## config.mk

```make
export PLATFORM = sky130hd
export DESIGN_NAME = seq_div16x8_flat
export DESIGN_NICKNAME = d
export VERILOG_FILES = /design/src/rtl/seq_div16x8_pkg.sv /design/src/rtl/seq_div16x8_if.sv /design/src/rtl/seq_div16x8_sign_mag_conv.sv /design/src/rtl/seq_div16x8.sv /design/src/flat_wrapper.sv
export SDC_FILE = /design/constraint.sdc
export NUM_CORES = 1
export LEC_CHECK = 0
export ABC_AREA = 1
export ABC_CLOCK_PERIOD_IN_PS = 2550
export CAP_MARGIN = 20
export CORE_ASPECT_RATIO = 0.8
export CORE_MARGIN = 10
export CORE_UTILIZATION = 45
export DETAILED_ROUTE_END_ITERATION = 6
export PLACE_DENSITY_LB_ADDON = 0.05
export SLEW_MARGIN = 0
export SYNTH_ARGS = -nofsm -noshare
export SYNTH_HDL_FRONTEND = slang
export SYNTH_SLANG_ARGS = --single-unit
export TNS_END_PERCENT = 5
```

## constraint.sdc

```tcl
create_clock -name clk -period 2.55 [get_ports clk]
set_clock_uncertainty 0.15 [all_clocks]
set_input_delay 0.51 -clock clk [delete_from_list [all_inputs] [get_ports clk]]
set_output_delay 0.51 -clock clk [all_outputs]
set_load 0.05 [all_outputs]
```

## src/rtl/seq_div16x8_pkg.sv

```systemverilog
// Shared constants and types for the sequential 16/8 restoring divider.
package seq_div16x8_pkg;

  localparam int unsigned DIV_ITERS = 16;
  localparam int unsigned DVD_W     = 16;
  localparam int unsigned DSR_W     = 8;
  localparam int unsigned QUO_W     = 17;
  localparam int unsigned REM_W     = 9;
  localparam int unsigned CNT_W     = 4;

  // sign_mode bit positions, common with booth_mult8
  localparam int unsigned SM_A_SIGNED = 1;
  localparam int unsigned SM_B_SIGNED = 0;

  localparam logic [QUO_W-1:0] DZ_QUOTIENT  = 17'h1FFFF;
  localparam logic [REM_W-1:0] DZ_REMAINDER = 9'h000;

  typedef enum logic [1:0] {
    IDLE = 2'd0,
    ITER = 2'd1,
    FIX  = 2'd2
  } div_state_e;

endpackage

```

## src/rtl/seq_div16x8_if.sv

```systemverilog
// Start/done handshake and operand/result bus between sequencer and divider.
interface seq_div16x8_if;
  import seq_div16x8_pkg::*;

  logic             start;
  logic [DVD_W-1:0] dividend;
  logic [DSR_W-1:0] divisor;
  logic [1:0]       sign_mode;
  logic [QUO_W-1:0] quotient;
  logic [REM_W-1:0] remainder;
  logic             busy;
  logic             done;
  logic             div_by_zero;

  modport master (
    output start, dividend, divisor, sign_mode,
    input  quotient, remainder, busy, done, div_by_zero
  );

  modport slave (
    input  start, dividend, divisor, sign_mode,
    output quotient, remainder, busy, done, div_by_zero
  );

endinterface

```

## src/rtl/seq_div16x8_sign_mag_conv.sv

```systemverilog
// Conditional two's-complement negate with zero-extension: abs() on operands
// when neg_i is the operand sign, signed result from magnitude on outputs.
module seq_div16x8_sign_mag_conv #(
  parameter int unsigned W_IN  = 16,
  parameter int unsigned W_OUT = 16
) (
  input  logic [W_IN-1:0]  data_i,
  input  logic             neg_i,
  output logic [W_OUT-1:0] data_o
);

  logic [W_OUT-1:0] ext_c;

  assign ext_c  = W_OUT'(data_i);
  assign data_o = neg_i ? (~ext_c + W_OUT'(1)) : ext_c;

endmodule

```

## src/rtl/seq_div16x8.sv

```systemverilog
// Sequential radix-2 restoring divider, 16-bit dividend by 8-bit divisor,
// one quotient bit per cycle, sign handled by magnitude conversion around it.
module seq_div16x8
  import seq_div16x8_pkg::*;
#(
  parameter int unsigned ITERS = DIV_ITERS
) (
  input  logic          clk,
  input  logic          rst,
  seq_div16x8_if.slave  bus
);

  div_state_e       state_q;
  logic [CNT_W-1:0] cnt_q;
  logic [REM_W-1:0] prem_q;
  logic [DVD_W-1:0] dvd_q;
  logic [DSR_W-1:0] dsr_q;
  logic             qneg_q;
  logic             rneg_q;
  logic [QUO_W-1:0] quo_q;
  logic [REM_W-1:0] rem_q;
  logic             busy_q;
  logic             done_q;
  logic             dbz_q;

  logic             dvd_neg_c;
  logic             dsr_neg_c;
  logic [DVD_W-1:0] dvd_mag_c;
  logic [DSR_W-1:0] dsr_mag_c;
  logic [QUO_W-1:0] quo_c;
  logic [REM_W-1:0] rem_c;
  logic [10:0]      diff_c;
  logic             qbit_c;
  logic [REM_W-1:0] prem_d;
  logic [DVD_W-1:0] dvd_d;

  assign dvd_neg_c = bus.sign_mode[SM_A_SIGNED] & bus.dividend[DVD_W-1];
  assign dsr_neg_c = bus.sign_mode[SM_B_SIGNED] & bus.divisor[DSR_W-1];

  seq_div16x8_sign_mag_conv #(.W_IN(DVD_W), .W_OUT(DVD_W)) u_conv_dvd (
    .data_i (bus.dividend),
    .neg_i  (dvd_neg_c),
    .data_o (dvd_mag_c)
  );

  seq_div16x8_sign_mag_conv #(.W_IN(DSR_W), .W_OUT(DSR_W)) u_conv_dsr (
    .data_i (bus.divisor),
    .neg_i  (dsr_neg_c),
    .data_o (dsr_mag_c)
  );

  seq_div16x8_sign_mag_conv #(.W_IN(DVD_W), .W_OUT(QUO_W)) u_conv_quo (
    .data_i (dvd_q),
    .neg_i  (qneg_q),
    .data_o (quo_c)
  );

  // partial remainder is always below the divisor, so 8 bits hold its magnitude
  seq_div16x8_sign_mag_conv #(.W_IN(DSR_W), .W_OUT(REM_W)) u_conv_rem (
    .data_i (prem_q[DSR_W-1:0]),
    .neg_i  (rneg_q),
    .data_o (rem_c)
  );

  // One restoring step: shift in next dividend bit, trial-subtract divisor
  always_comb begin
    diff_c = {1'b0, prem_q, dvd_q[DVD_W-1]} - 11'(dsr_q);
    qbit_c = ~diff_c[10];
    prem_d = qbit_c ? REM_W'(diff_c) : REM_W'({prem_q, dvd_q[DVD_W-1]});
    dvd_d  = {dvd_q[DVD_W-2:0], qbit_c};
  end

  always_ff @(posedge clk or posedge rst) begin
    if (rst) begin
      state_q <= IDLE;
      cnt_q   <= '0;
      prem_q  <= '0;
      dvd_q   <= '0;
      dsr_q   <= '0;
      qneg_q  <= 1'b0;
      rneg_q  <= 1'b0;
      quo_q   <= '0;
      rem_q   <= '0;
      busy_q  <= 1'b0;
      done_q  <= 1'b0;
      dbz_q   <= 1'b0;
    end else begin
      case (state_q)
        IDLE: begin
          done_q <= 1'b0;
          if (bus.start) begin
            dvd_q   <= dvd_mag_c;
            dsr_q   <= dsr_mag_c;
            qneg_q  <= dvd_neg_c ^ dsr_neg_c;
            rneg_q  <= dvd_neg_c;
            prem_q  <= '0;
            cnt_q   <= CNT_W'(ITERS - 1);
            quo_q   <= '0;
            rem_q   <= '0;
            dbz_q   <= 1'b0;
            busy_q  <= 1'b1;
            state_q <= ITER;
          end
        end
        ITER: begin
          prem_q <= prem_d;
          dvd_q  <= dvd_d;
          if (cnt_q == '0) begin
            state_q <= FIX;
          end else begin
            cnt_q <= cnt_q - CNT_W'(1);
          end
        end
        FIX: begin
          // zero divisor still runs full latency; results forced here
          if (dsr_q == '0) begin
            quo_q <= DZ_QUOTIENT;
            rem_q <= DZ_REMAINDER;
            dbz_q <= 1'b1;
          end else begin
            quo_q <= quo_c;
            rem_q <= rem_c;
          end
          done_q  <= 1'b1;
          busy_q  <= 1'b0;
          state_q <= IDLE;
        end
        default: state_q <= IDLE;
      endcase
    end
  end

  assign bus.quotient    = quo_q;
  assign bus.remainder   = rem_q;
  assign bus.busy        = busy_q;
  assign bus.done        = done_q;
  assign bus.div_by_zero = dbz_q;

endmodule

```

## src/flat_wrapper.sv

```systemverilog
// flat-port wrapper written by rule: the top's interface ports become plain ports
module seq_div16x8_flat import seq_div16x8_pkg::*;
#(
  parameter int unsigned ITERS = DIV_ITERS
)
  (clk, rst, bus_start, bus_dividend, bus_divisor, bus_sign_mode, bus_quotient, bus_remainder, bus_busy, bus_done, bus_div_by_zero);
  seq_div16x8_if bus_i ();
  input  logic clk;
  input  logic rst;
  input wire logic [$bits(bus_i.start)-1:0] bus_start;
  input wire logic [$bits(bus_i.dividend)-1:0] bus_dividend;
  input wire logic [$bits(bus_i.divisor)-1:0] bus_divisor;
  input wire logic [$bits(bus_i.sign_mode)-1:0] bus_sign_mode;
  output wire logic [$bits(bus_i.quotient)-1:0] bus_quotient;
  output wire logic [$bits(bus_i.remainder)-1:0] bus_remainder;
  output wire logic [$bits(bus_i.busy)-1:0] bus_busy;
  output wire logic [$bits(bus_i.done)-1:0] bus_done;
  output wire logic [$bits(bus_i.div_by_zero)-1:0] bus_div_by_zero;
  assign bus_i.start = bus_start;
  assign bus_i.dividend = bus_dividend;
  assign bus_i.divisor = bus_divisor;
  assign bus_i.sign_mode = bus_sign_mode;
  assign bus_quotient = bus_i.quotient;
  assign bus_remainder = bus_i.remainder;
  assign bus_busy = bus_i.busy;
  assign bus_done = bus_i.done;
  assign bus_div_by_zero = bus_i.div_by_zero;
  seq_div16x8 #(.ITERS(ITERS)) u_core (.clk(clk), .rst(rst), .bus(bus_i));
endmodule
```

==> results.toml <==
[floorplan]
placementRows = 32
die_w_um = 131
die_h_um = 109
io_pins = 58
core_area_um2 = 9650
start_util = 0.460
dieArea_um2 = 14300

[grt]
grt_max_degree = 71
grt.met2_usage = 0.218
use_met1 = 0.264
grt-ovfl-total = 0
grtUsageTotal = 0.169
grt_first_pass_wirelength_um = 19300
antenna_found_initial = 0
grt_pass1_vias = 3901
top_usage_layer = "met1"
use_met3 = 0.0437

[sta]
fin_tns_setup_ps = 0
period_share = 0.861
grt_setup_unrepaired = "false"
fin_ws_ps = 355
hold_violations = 0
setup_viol = 0
finalCriticalPeriod_ps = 2190
fin_worst_hold_slack_ps = 326
max_freq_mhz = 456
worstMarginPinSlew_ps = 514
drv_slew = 0
slew_headroom = 0.656

[logic_synthesis]
seq_area_frac_synth = 0.395
synthArstFlopShare = 1.00
synth_compound_area_frac = 0.116
synth_top_cell_by_area = "dfrtp_1"
synth_top_family_by_area = "simple AND/OR/NAND/NOR gates"
synth-xor-area-share = 0.0237
yosysUniqueCellTypes = 33
synth_ff_type = "dfrtp_1"
synth-simple-area-share = 0.341
synthCells = 636
synthMuxAreaShare = 0
ys_ff_latch = 70
yosysWarnings = 0
syn-cell-area_um2 = 4440
synth-edff-count = 0
syn_area_per_cell_um2 = 6.98
synth_area_leaders = "dfrtp_1, nand2_1, nand3_1, inv_1, nor2_1"
yosys.area_share.adder = 0.0412
syn_nets = 679
synth_top_area_share = 0.395

[pwr]
report.power.total_mw = 6.85
cellPowerDensity_nw_per_um2 = 1240
power_leakage_nw = 2.79
vdd.ir_drop.worst_mv = 0.481

[detailed_routing]
via_per_inst = 5.05
dr.first_iter.drc_count = 270
via_count = 4233
wire_per_inst_um = 13.8
routed_wl_um = 11600
drc = 0
postRouteAntennaNets = 0
drt_first_pass_iters = 5

[clocking]
tritoncts = "built"
cts_sinks = 70
clockRootBuffer = "clkbuf_16"
clockBufferDepth = 2
post_cts.repair.setup_buffers = 0
clkSlewWorstSetupHoldPaths_ps = 60
cts_buffers = 9
clk_latency_ps = 330
holdBufCountCts = 0
ctsResizeCount = 0
htree_levels = 3

[hold_path]
hp-class = "reg -> reg"

[worst_setup_path]
crit_top_cell = "nand2_1"
crit_slowest_cell = "dfrtp_1"
path_buf_inv = 2
crit_path_max_fanout = 9
cp.required_ps = 2630
arrival_ps = 2270
critPathCaptureType = "register"
crit_type = "reg -> reg"
max_stage_delay_ps = 390
crit_chain = "inv_1, ha_1, inv_1, fa_1, nand2_1, nand2_1, nand3_2, nand3_2, nand2_1, nand2_1, nand2_1, nand2_1"
cp-start-kind = "register"
path_delay_family = "simple AND/OR/NAND/NOR gates"

[final_layout]
finish.utilization = 0.573
seq_area_um2 = 1750
final_layout_size_suffix_gt1_frac = 0.0669
multi_input_area_um2 = 2320
antenna_cells = 0
nFillCells = 957
stdcell_area_um2 = 5530
final_cells = 839
syn_to_final_growth_pct = 24.6
fin_nets = 741

[run]
cap_violations = 0

[place]
dp_cells = 823
place.port_buffers = 57
place_congestion = 0.882
dpl_cell_area_um2 = 5190
place_ws_ps = 239
dp_hpwl_um = 8870

[status]
outcome = "finished clean"
## layout make-up
cell class,count,share of cell area
clock inverters,4,0.0140
inverters,81,0.0550
clock buffers,12,0.0464
repair buffers,66,0.118
multi-input cells,470,0.419
flip-flops and latches,70,0.317
well taps,136,0.0308
## power breakdown
group | internal, mW | switching [mW]
clock network | 0.915 | 0.470
logic | 1.27 | 2.24
registers | 1.54 | 0.418
## final timing paths
check                                        start                 endpoint  slack, ps  cells after the start
min reg2reg                u_core.bus.remainder[5]  u_core.bus.remainder[5]        330                      2
min                        u_core.bus.remainder[5]  u_core.bus.remainder[5]        330                      2
max reg2reg                       u_core.dvd_q[15]         u_core.prem_q[7]        360                     12
max                               u_core.dvd_q[15]         u_core.prem_q[7]        360                     12
max in group asynchronous                      rst          u_core.dvd_q[9]       1520                      3
min in group asynchronous                      rst  u_core.bus.remainder[2]        430                      3
## worst reg2reg max path: cells and delay by family (launching register included)
kind	cells	cell delay [ps]
adder cells (fa/ha/maj)	2	520
buffers and inverters	2	150
flip-flops	1	390
AND/OR/NAND/NOR	8	890
## cells in the final DEF (no fill, tap or decap), types with 2 or more instances in the layout
master,netlist,layout
clkbuf_8,0,2
clkdlybuf4s50_1,0,57
nand3b_1,3,3
inv_1,71,70
or2_2,3,3
o21ai_0,33,33
inv_2,9,10
o211ai_1,3,3
nand4_1,12,12
a21oi_1,25,25
nand3_1,67,67
nor2_1,45,45
o21ai_1,10,10
bufinv_16,0,2
ha_1,13,13
and2_1,2,2
o221ai_1,3,3
nand2_2,3,3
clkbuf_16,0,9
buf_4,0,8
nor2_2,2,2
nor2_4,2,2
nand3_2,2,2
dfrtp_1,70,70
nor3_1,4,4
a22oi_1,14,14
nand2_1,207,207
xor2_1,11,11
## kinds of logic after synthesis
family / after synthesis
compound gates: 91
xor+xnor: 12
fa+ha+maj: 14
buf+inv: 96
flops: 70
simple gates: 353
## Yosys cell counts, drive strengths merged (5+ instances only)
cell / instances
nand2: 210
a22oi: 14
a21oi: 25
xor2: 11
nand3: 69
nor3: 5
inv: 80
ha: 13
o21ai: 43
clkbuf: 7
nor2: 49
nand4: 12
buf: 8
dfrtp: 70
## per-layer routing
layer | wire length [um] | vias up
li1 | - | 2190
met1 | 6210 | 1906
met2 | 4300 | 123
met3 | 926 | 14
met4 | 146 | 0
met5 | 0 | -
## sequential cells by signal, summed over array words and instances (netlist names)
| register | flops |
|---|---|
| u_core.bus.done | 1 |
| u_core.dvd_q | 16 |
| u_core.rneg_q | 1 |
| u_core.qneg_q | 1 |
| u_core.prem_q | 9 |
| u_core.bus.div_by_zero | 1 |
| u_core.cnt_q | 4 |
| u_core.bus.remainder | 9 |
| u_core.state_q | 2 |
| u_core.dsr_q | 8 |
| u_core.bus.busy | 1 |
| u_core.bus.quotient | 17 |
Note: power is estimated with default switching activity, not from simulation.
